`config.mk`:
```
export PLATFORM = sky130hd
export DESIGN_NAME = mem_access_unit
export DESIGN_NICKNAME = d
export VERILOG_FILES = /design/src/rtl/mem_access_unit.sv
export SDC_FILE = /design/constraint.sdc
export NUM_CORES = 1
export LEC_CHECK = 0
export BUFFER_PORTS_ARGS = -buffer_cell sky130_fd_sc_hd__buf_2
export CAP_MARGIN = 30
export CORE_MARGIN = 2
export CORE_UTILIZATION = 27
export DETAILED_ROUTE_END_ITERATION = 6
export PLACE_DENSITY = 0.49
export SLEW_MARGIN = 20
export SYNTH_ARGS = -nofsm -noshare
export SYNTH_HDL_FRONTEND = slang
export SYNTH_SLANG_ARGS = --single-unit
```
`constraint.sdc`:
```
create_clock -name clk -period 1.8 [get_ports clk]
set_input_delay 0.36 -clock clk [delete_from_list [all_inputs] [get_ports clk]]
set_output_delay 0.36 -clock clk [all_outputs]
set_load 0.03 [all_outputs]
```
`src/rtl/mem_access_unit.sv`:
```
// Memory access sequencer between the CPU control FSM and the memory port: one
// request/acknowledge access at a time, byte/word, endian swap, alignment check, timeout.
//
// state | meaning
// IDLE  | ready to accept a core request
// BUSY  | memory cycle active, waiting for ack, bus error or timeout
// RESP  | one-cycle response to the core
module mem_access_unit #(
    parameter int DATA_WIDTH = 32,
    parameter int ADDR_WIDTH = 32,
    parameter int TIMEOUT    = 16
) (
    input  logic                    clk,
    input  logic                    rst,
    input  logic                    little_endian_en,
    input  logic                    req_valid,
    output logic                    req_ready,
    input  logic                    req_write,
    input  logic                    req_byte,
    input  logic [ADDR_WIDTH-1:0]   req_addr,
    input  logic [DATA_WIDTH-1:0]   req_wdata,
    output logic                    resp_valid,
    output logic [DATA_WIDTH-1:0]   resp_rdata,
    output logic                    resp_error,
    output logic                    mem_req,
    input  logic                    mem_ack,
    output logic [ADDR_WIDTH-1:0]   memory_addr,
    output logic [DATA_WIDTH-1:0]   data_to_memory,
    output logic [DATA_WIDTH/8-1:0] mem_be,
    output logic                    write_to_memory,
    input  logic [DATA_WIDTH-1:0]   data_from_memory,
    input  logic                    memory_error
);
    localparam int NB = DATA_WIDTH / 8;
    localparam int LB = $clog2(NB);
    localparam int CW = (TIMEOUT > 1) ? $clog2(TIMEOUT) : 1;

    typedef enum logic [1:0] {IDLE, BUSY, RESP} state_t;
    state_t state, state_nxt;

    logic [ADDR_WIDTH-1:0] addr_q;
    logic [DATA_WIDTH-1:0] wdata_q;
    logic [DATA_WIDTH-1:0] rdata_q;
    logic                  write_q;
    logic                  byte_q;
    logic                  le_q;
    logic                  error_q;
    logic [CW-1:0]         wait_cnt;

    logic                  misaligned;
    logic                  timed_out;
    logic [LB-1:0]         lane;
    logic [NB-1:0]         lane_be;
    logic [DATA_WIDTH-1:0] wdata_word;
    logic [DATA_WIDTH-1:0] rdata_word;
    logic [DATA_WIDTH-1:0] rdata_byte;
    logic [DATA_WIDTH-1:0] rdata_val;

    function automatic logic [DATA_WIDTH-1:0] byte_swap(input logic [DATA_WIDTH-1:0] d);
        logic [DATA_WIDTH-1:0] r;
        r = '0;
        for (int i = 0; i < NB; i++) r[8*i +: 8] = d[8*(NB-1-i) +: 8];
        return r;
    endfunction

    assign misaligned = !req_byte && (req_addr[LB-1:0] != '0);
    assign timed_out  = (wait_cnt == CW'(TIMEOUT - 1));
    // big-endian places logical byte 0 in the most significant lane
    assign lane       = le_q ? addr_q[LB-1:0] : LB'(NB - 1) - addr_q[LB-1:0];

    always_comb begin
        lane_be    = '0;
        rdata_byte = '0;
        for (int i = 0; i < NB; i++) begin
            if (lane == LB'(i)) begin
                lane_be[i]      = 1'b1;
                rdata_byte[7:0] = data_from_memory[8*i +: 8];
            end
        end
        wdata_word = le_q ? byte_swap(wdata_q) : wdata_q;
        rdata_word = le_q ? byte_swap(data_from_memory) : data_from_memory;
        rdata_val  = byte_q ? rdata_byte : rdata_word;
    end

    always_ff @(posedge clk or negedge rst) begin
        if (!rst) state <= IDLE;
        else      state <= state_nxt;
    end

    always_comb begin
        state_nxt = state;
        case (state)
            IDLE:    if (req_valid) state_nxt = misaligned ? RESP : BUSY;
            BUSY:    if (mem_ack || memory_error || timed_out) state_nxt = RESP;
            RESP:    state_nxt = IDLE;
            default: state_nxt = IDLE;
        endcase
    end

    // response is resolved on the exit edge of BUSY so RESP only replays registers
    always_ff @(posedge clk or negedge rst) begin
        if (!rst) begin
            addr_q   <= '0;
            wdata_q  <= '0;
            write_q  <= 1'b0;
            byte_q   <= 1'b0;
            le_q     <= 1'b0;
            wait_cnt <= '0;
            rdata_q  <= '0;
            error_q  <= 1'b0;
        end else begin
            case (state)
                IDLE: begin
                    if (req_valid) begin
                        addr_q   <= req_addr;
                        wdata_q  <= req_wdata;
                        write_q  <= req_write;
                        byte_q   <= req_byte;
                        le_q     <= little_endian_en;
                        wait_cnt <= '0;
                        rdata_q  <= '0;
                        error_q  <= misaligned;
                    end
                end
                BUSY: begin
                    wait_cnt <= wait_cnt + CW'(1);
                    if (memory_error) begin
                        error_q <= 1'b1;
                        rdata_q <= '0;
                    end else if (mem_ack) begin
                        error_q <= 1'b0;
                        rdata_q <= write_q ? '0 : rdata_val;
                    end else if (timed_out) begin
                        error_q <= 1'b1;
                        rdata_q <= '0;
                    end
                end
                default: ;
            endcase
        end
    end

    always_comb begin
        req_ready       = (state == IDLE);
        mem_req         = 1'b0;
        memory_addr     = '0;
        data_to_memory  = '0;
        mem_be          = '0;
        write_to_memory = 1'b0;
        resp_valid      = 1'b0;
        resp_error      = 1'b0;
        resp_rdata      = '0;
        case (state)
            BUSY: begin
                mem_req         = 1'b1;
                memory_addr     = {addr_q[ADDR_WIDTH-1:LB], {LB{1'b0}}};
                data_to_memory  = byte_q ? {NB{wdata_q[7:0]}} : wdata_word;
                mem_be          = byte_q ? lane_be : '1;
                write_to_memory = write_q;
            end
            RESP: begin
                resp_valid = 1'b1;
                resp_error = error_q;
                resp_rdata = rdata_q;
            end
            default: ;
        endcase
    end
endmodule

```
* After elaboration in Yosys (flattened, before gate mapping)
Cells that the tools add are included.
** Word-level totals
- Logic and storage cells :: 71
- Output and inout port bits :: 105
- Memories kept :: 0
- Input port bits :: 104
- Latch bits :: 0
- Bits in registers :: 106
- Bits in writable memories :: 0
- Bits in read-only memories :: 0
** Cells by class
- Shift-type cells :: 0
- Equality and inequality tests :: 9
- Div/mod/pow operators :: 0
- Muxes and demuxes :: 39
- $lt $le $gt $ge :: 0
- Reduce and logical (&&, ||, !) cells :: 12
- Bitwise gates (word level) :: 0
- Multipliers :: 0
- $add $sub $neg :: 2
** Operators by type and width (count)
- two-way mux 32 bit :: 12
- one-hot mux 32 bit (2 select lines) :: 1
- two-way mux 8 bit :: 4
- two-way mux 1 bit :: 12
- two-way mux 4 bit :: 3
- two-way mux 2 bit :: 4
- one-hot mux 4 bit (2 select lines) :: 1
- == test 2 bit (second input constant) :: 3
- AND reduction 2 bit :: 3
- adder 4 x 1 -> 4 bit (second input constant) :: 1
- == test 2 x 1 -> 1 bit (second input constant) :: 2
- == test 4 bit (second input constant) :: 1
- logical NOT 2 bit :: 2
- inequality test 2 bit (second input constant) :: 2
- inequality test 4 bit (second input constant) :: 1
- one-hot mux 2 bit (2 select lines) :: 1
- nonzero test 2 bit :: 2
- AND reduction 3 bit :: 1
- logical OR 1 bit :: 2
- one-hot mux 1 bit (2 select lines) :: 1
- subtractor 2 bit (first input constant) :: 1
- logical AND 1 bit :: 1
- logical NOT 1 bit :: 1

* Depth between registers and ports, before layout
Gate-level depths: netlist of run 1.
- Depth in word-level cells :: 12
- Gate-level depth with buffers :: 7
- Depth with buffers taken out :: 5

* Worst setup path before layout of run 1
No wires, ideal clock.
- Path type :: register -> output
- Start point :: register byte_q
- End point :: output port data_to_memory[24]
- Slack :: -0.166 ns
- Data required time :: 1.440 ns
- Path buffers :: 2
- Arrival :: 1.606 ns
- Stages on the path, launching flop included :: 7
- Cells stage by stage :: dfrtp_1 -> buf_2 -> clkinv_1 -> nand2_1 -> buf_2 -> nand2_1 -> a21oi_1
** On the way
- Longest elaborated chain between the ends :: 2
** RTL lines
- from (decl) :: line 45 : logic byte_q;
- from (signal assigned) :: line 118 : byte_q <= req_byte;
- two-way mux 32 bit :: line 157 : data_to_memory = byte_q ? {NB{wdata_q[7:0]}} : wdata_word;
- two-way mux 32 bit :: line 153 : case (state)
- to (decl) :: line 28 : output logic [DATA_WIDTH-1:0] data_to_memory,
Every way passes these cells.

* Worst setup path after layout of run 1
- Start point :: register le_q
- End point :: output port data_to_memory[21]
** On the way
- Longest elaborated chain between the ends :: 3
** RTL lines
- from (decl) :: line 46 : logic le_q;
- from (signal assigned) :: line 119 : le_q <= little_endian_en;
- two-way mux 32 bit :: line 80 : wdata_word = le_q ? byte_swap(wdata_q) : wdata_q;
- two-way mux 32 bit :: line 157
- two-way mux 32 bit :: line 153
Every way passes these cells.

==> flow_summary.toml, run 1 <==
[setup_path]
reg2reg_depth = 8
worstPathMaxFanout = 7
crit_path_end_kind = "output pin"
critPathKind = "reg2out"
cp.required_ns = 1.44
slowest_delay_ns = 0.47
cp.depth = 5
crit_buf_inv = 3
cp_slowest_cell = "dfrtp_2"
cpLargestDelayFamily = "buffers and inverters"
start_kind = "register"
crit_path_cell_trace = "buf_6 > buf_8 > mux2i_1 > a21oi_2 > buf_4"
worst_ep_arrival_time_ns = 1.62

[flow_run]
drv_cap = 0

[floorplan]
core-area_mm2 = 0.0212
ios = 209
start_util = 0.276
core.rowCount = 53
die-area_mm2 = 0.0228
die_w_um = 151
die_h_um = 151

[cts]
clockBufferDepth = 2
cts_tree = "done"
cts-buffers-inserted = 9
clock_latency_ns = 0.35
cts_sinks = 106
clockRootBuffer = "clkbuf_16"
cts.htree.levels = 3
clk_pin_slew_ns = 0.08

[yosys]
synth_top_area_cell = "dfrtp_1"
syn_area_mm2 = 0.00584
yosysSeqAreaShare = 0.454
synth.area.top_cells = "dfrtp_1 (45%), nand2_1 (16%), mux2i_1 (8.9%), and2_1 (7.0%), o21ai_0 (3.3%)"
synth_cell_types = 49
syn_area_per_cell_um2 = 8.31
synth_edf_count = 0
synthFlopType = "dfrtp_1"
async_reset_ff_frac = 1.00
synth_cells = 703
synth-seq-cells = 106
yosysTopAreaCellShare = 0.454
yosysWarningCount = 0

[finish]
multi_input_comb_area_mm2 = 0.00354
nets = 1051
final_util = 0.452
instances_no_fill = 1228
regArea_mm2 = 0.00265
layout-drive-gt1-share = 0.461
final_cell_area_mm2 = 0.00957
syn_to_final_growth_pct = 63.8
fillers = 2124

[routing]
via_count = 5817
drc = 0
vias_per_cell = 4.74
ant_nets = 0
wl_per_cell_um = 17.1
drt_iter0_markers = 250
wl_mm = 21.0
dr.pass1.iters = 4

[power_and_ir_drop]
clkPwrFrac = 0.214
power_mw = 10.5
power.static_leakage_nw = 4.68
power_frac_seq = 0.317
powerDensity_mw_per_mm2 = 1090
combPwrFrac = 0.469
vdd_drop_max_mv = 0.611
swShare = 0.383
intPower_mw = 6.45
netSwitchingPower_mw = 4.01

[place]
place_congestion = 0.815
numPortBuffers = 206
place_area_mm2 = 0.00757
hpwl_mm = 14.1
dpl_worst_slack_ns = -0.0654
placed_cells = 1174

[global_routing]
first_global_vias = 5901
overflow = 0
track_usage = 0.184
grt_max_degree = 45
grt_pass1_wl_mm = 32.1
antenna_found_initial = 6

[sta]
skew_ns = 0.00452
whs_ns = 0.187
period_needed_ns = 1.98
max_freq_ghz = 0.506
worst_slack_ns = -0.178
fin_setup_tns_ns = -10.44
finalCritPeriodShare = 1.10
hold_viol = 0
slew_violations = 0
rsz0062_at_grt = "true"
setup_violations = 95

[min_path]
holdCritPathClass = "in2reg"
worstHoldPathCells = 3

[run_status]
violations = "negative setup slack"
outcome = "finished, violations left"
synthesized netlist by cell type, types with 5 or more instances:
library cell / number
o221ai_1: 18
dfrtp_1: 106
nand2_1: 254
inv_1: 9
nand2b_1: 6
and2_1: 65
nor2_1: 19
o21ai_0: 39
nor2b_1: 5
clkbuf_1: 23
buf_2: 17
mux2i_1: 52
a21oi_1: 30
a22o_1: 6
cells in the final DEF (no fill, tap or decap), types with 7 or more instances in the layout:
cell type	count
o221ai_1	15
buf_2	102
buf_8	7
inv_1	8
a21oi_1	13
nor2_2	8
a21oi_4	8
nand2_2	7
a21oi_2	9
o21ai_1	9
buf_12	16
buf_6	100
buf_4	46
nand2_1	244
clkbuf_16	11
and2_4	60
dfrtp_1	105
mux2i_1	43
o21ai_0	27
area by class of cell:
cell class              instances  area share
clock inverters                 5     0.00889
inverters                      11     0.00588
multi-input cells             538       0.370
flip-flops and latches        106       0.277
repair buffers                280       0.276
well taps                     275      0.0360
diodes                          2    0.000523
clock buffers                  11      0.0254
kinds of logic after synthesis:
group	synth area share
buffers and inverters	0.0452
other	0.000642
multiplexers	0.0891
AND/OR/NAND/NOR	0.276
flip-flops	0.454
adder cells (fa/ha/maj)	0.00214
AO/OA/AOI/OAI	0.133
final timing paths:
path                       slack (ns)         start            endpoint
max                             -0.18          le_q  data_to_memory[21]
min                              0.19  req_addr[16]          addr_q[16]
max reg2reg                      0.03     addr_q[1]          rdata_q[2]
min reg2reg                      0.48    addr_q[28]          addr_q[28]
max in group asynchronous        0.75           rst         wdata_q[16]
min in group asynchronous        0.51           rst         rdata_q[22]
worst min-delay path, cell delays in order:
cell     delay (ns)
buf_2          0.07
nand2_1        0.04
nand2_1        0.04
what timing repair did:
item / 4_1_cts / 5_1_grt
resized for setup: 288 / 98
cloned: 7 / 2
hold buffers: 1 / 0
setup endpoints to repair: 101 / 133
hold endpoints to repair: 27 / 0
buffers inserted: 14 / 14
pin swaps: 46 / 32
power groups by stage:
| stage | registers, mW | logic (mW) | clock network, mW |
|---|---|---|---|
| after floorplan | 3.14 | 2.39 | 0 |
| final | 3.31 | 4.90 | 2.24 |
| after CTS | 3.25 | 4.44 | 2.32 |
| after global placement | 3.27 | 3.50 | 0 |
| after detailed placement | 3.27 | 3.53 | 0 |
| after global routing | 3.38 | 5.28 | 2.43 |
layer usage:
layer / vias to the layer above / track usage / share of wire
met3: 27 / 0.0500 / 0.068
met4: 6 / 0.0579 / 0.016
met1: 2798 / 0.247 / 0.45
li1: 2820 / - / -
met2: 166 / 0.288 / 0.46
met5: - / 0 / 0.0017
registers in the layout (all words and copies together) (netlist names):
signal,flops
addr_q,32
rdata_q,32
wdata_q,32
wait_cnt,4
state,2
byte_q,1
error_q,1
le_q,1
write_q,1
No activity file was read; power rests on OpenSTA's default activity.
==> run 2, diff against run 1 <==
Settings changed: RECOVER_POWER set to 25, SKIP_CTS_REPAIR_TIMING set to 1.
==> run 2 against run 1 <==
Compared with the run above: the flow still finishes with violations (negative setup slack); clock power barely moved; clock skew rose by 0.0020 ns; die area did not move; critical path depth did not move; first-iteration DRC count fell by 5.6%; worst setup slack got worse by 0.039 ns; wire length fell by 4.0%; combinational power fell by 11%; non-clock buffer count fell by 19; register-to-register slack improved by 0.06 ns; fmax fell by 1.9%; sequential power barely moved; highest routed layer unchanged.
==> flow_summary.toml, run 2 (same netlist as run 1, synthesis figures left out) <==
[run_status]
outcome = "finished, violations left"
violations = "negative setup slack"

[finish]
syn_to_final_growth_pct = 53.2
final_common_cell = "nand2_1"
mostFrequentLayoutCells = "nand2_1 (248), buf_2 (116), dfrtp_1 (105)"
fillers = 2182
final_cell_area_mm2 = 0.00895
reg_top3 = "addr_q (32), rdata_q (32), wdata_q (32)"
nets = 1032
layout-drive-gt1-share = 0.405

[sta]
rsz0062_at_grt = "true"
hold_viol = 0
worst_slack_ns = -0.216
max_slew_margin = 0.431
period_needed_ns = 2.02
tightestPinTransition_ns = 0.853
setup_violations = 100
slew_violations = 0
max_freq_ghz = 0.496
skew_ns = 0.00648
fin_setup_tns_ns = -12.38
finalCritPeriodShare = 1.12

[floorplan]
die-area_mm2 = 0.0228
core.rowCount = 53
die_w_um = 151
die_h_um = 151
ios = 209
start_util = 0.276
core-area_mm2 = 0.0212

[cts]
clk_pin_slew_ns = 0.08
cts-buffers-inserted = 9
clockBufferDepth = 2
cts_tree = "done"
cts_sinks = 106
clockRootBuffer = "clkbuf_16"
cts.htree.levels = 3
clock_latency_ns = 0.35

[min_path]
holdCritPathClass = "in2reg"

[power_and_ir_drop]
powerDensity_mw_per_mm2 = 1110
power_mw = 9.90
vdd_drop_max_mv = 0.575
power.static_leakage_nw = 4.40

[place]
hpwl_mm = 14.1
numPortBuffers = 206
place_area_mm2 = 0.00757
place_congestion = 0.815

[setup_path]
worstPathMaxFanout = 7
crit_buf_inv = 3
critPathKind = "reg2out"
cpLargestDelayFamily = "buffers and inverters"
slowest_delay_ns = 0.45
start_kind = "register"
crit_path_cell_trace = "buf_12 > buf_4 > mux2i_1 > a21oi_2 > buf_4"
crit_path_end_kind = "output pin"
cp_slowest_cell = "dfrtp_2"
path_common_cell = "buf_4"
worst_ep_arrival_time_ns = 1.66
cp.required_ns = 1.44

[flow_run]
drv_cap = 0

[global_routing]
first_global_vias = 5654
track_usage = 0.171
grt_pass1_wl_mm = 30.2
overflow = 0
antenna_found_initial = 6
grt_max_degree = 45

[routing]
ant_nets = 0
via_count = 5720
drt_iter0_markers = 236
wl_mm = 20.1
dr.pass1.iters = 4
vias_per_cell = 4.73
wl_per_cell_um = 16.7
drc = 0
## run 2: final cells by class
class / count / area, µm² / share of cell area
multi-input cells: 538 / 3410 / 0.381
flip-flops and latches: 106 / 2650 / 0.296
repair buffers: 261 / 2170 / 0.242
well taps: 275 / 344 / 0.0384
clock buffers: 11 / 243 / 0.0271
clock inverters: 5 / 85.1 / 0.00950
inverters: 11 / 48.8 / 0.00545
diodes: 2 / 5.00 / 0.000559
## run 2: routing by layer
| layer | part of all wire | vias to the layer above | global-route usage |
|---|---|---|---|
| li1 | - | 2784 | - |
| met1 | 0.46 | 2737 | 0.228 |
| met2 | 0.46 | 168 | 0.265 |
| met3 | 0.070 | 25 | 0.0521 |
| met4 | 0.016 | 6 | 0.0551 |
| met5 | 0.0017 | - | 0 |
## run 2: stage by stage
stage / hold slack [ns] / instances / utilization / setup slack, ns
after global routing: 0.185 / 1207 / 0.423 / -0.284
after floorplan: 0.0644 / 704 / - / -0.151
final: 0.187 / 1209 / 0.423 / -0.216
after detailed placement: 0.353 / 1174 / 0.358 / -0.0654
after global placement: 0.358 / 1174 / 0.358 / -0.00281
after CTS: -0.0347 / 1190 / 0.373 / -0.462
## run 2: path summary, 6_finish.rpt
| path | from | endpoint | slack, ns | cells past startpoint |
|---|---|---|---|---|
| worst max-delay path | le_q | data_to_memory[21] | -0.22 | 5 |
| worst min-delay path | req_addr[16] | addr_q[16] | 0.19 | 3 |
| worst max register to register | addr_q[1] | rdata_q[1] | 0.09 | 6 |
| worst min register to register | addr_q[28] | addr_q[28] | 0.47 | 2 |
| max in group asynchronous | rst | addr_q[10] | 0.17 | 3 |
| min in group asynchronous | rst | rdata_q[22] | 0.65 | 2 |
## run 2: worst min-delay path: cells and delay by family
family | cells | cell delay (ns)
buffers and inverters | 1 | 0.07
AND/OR/NAND/NOR | 2 | 0.08
## run 2: power by group
part	total (mW)	switching [mW]	internal [mW]
sequential	3.29	0.423	2.86
clock	2.23	0.963	1.27
combinational	4.38	2.46	1.91
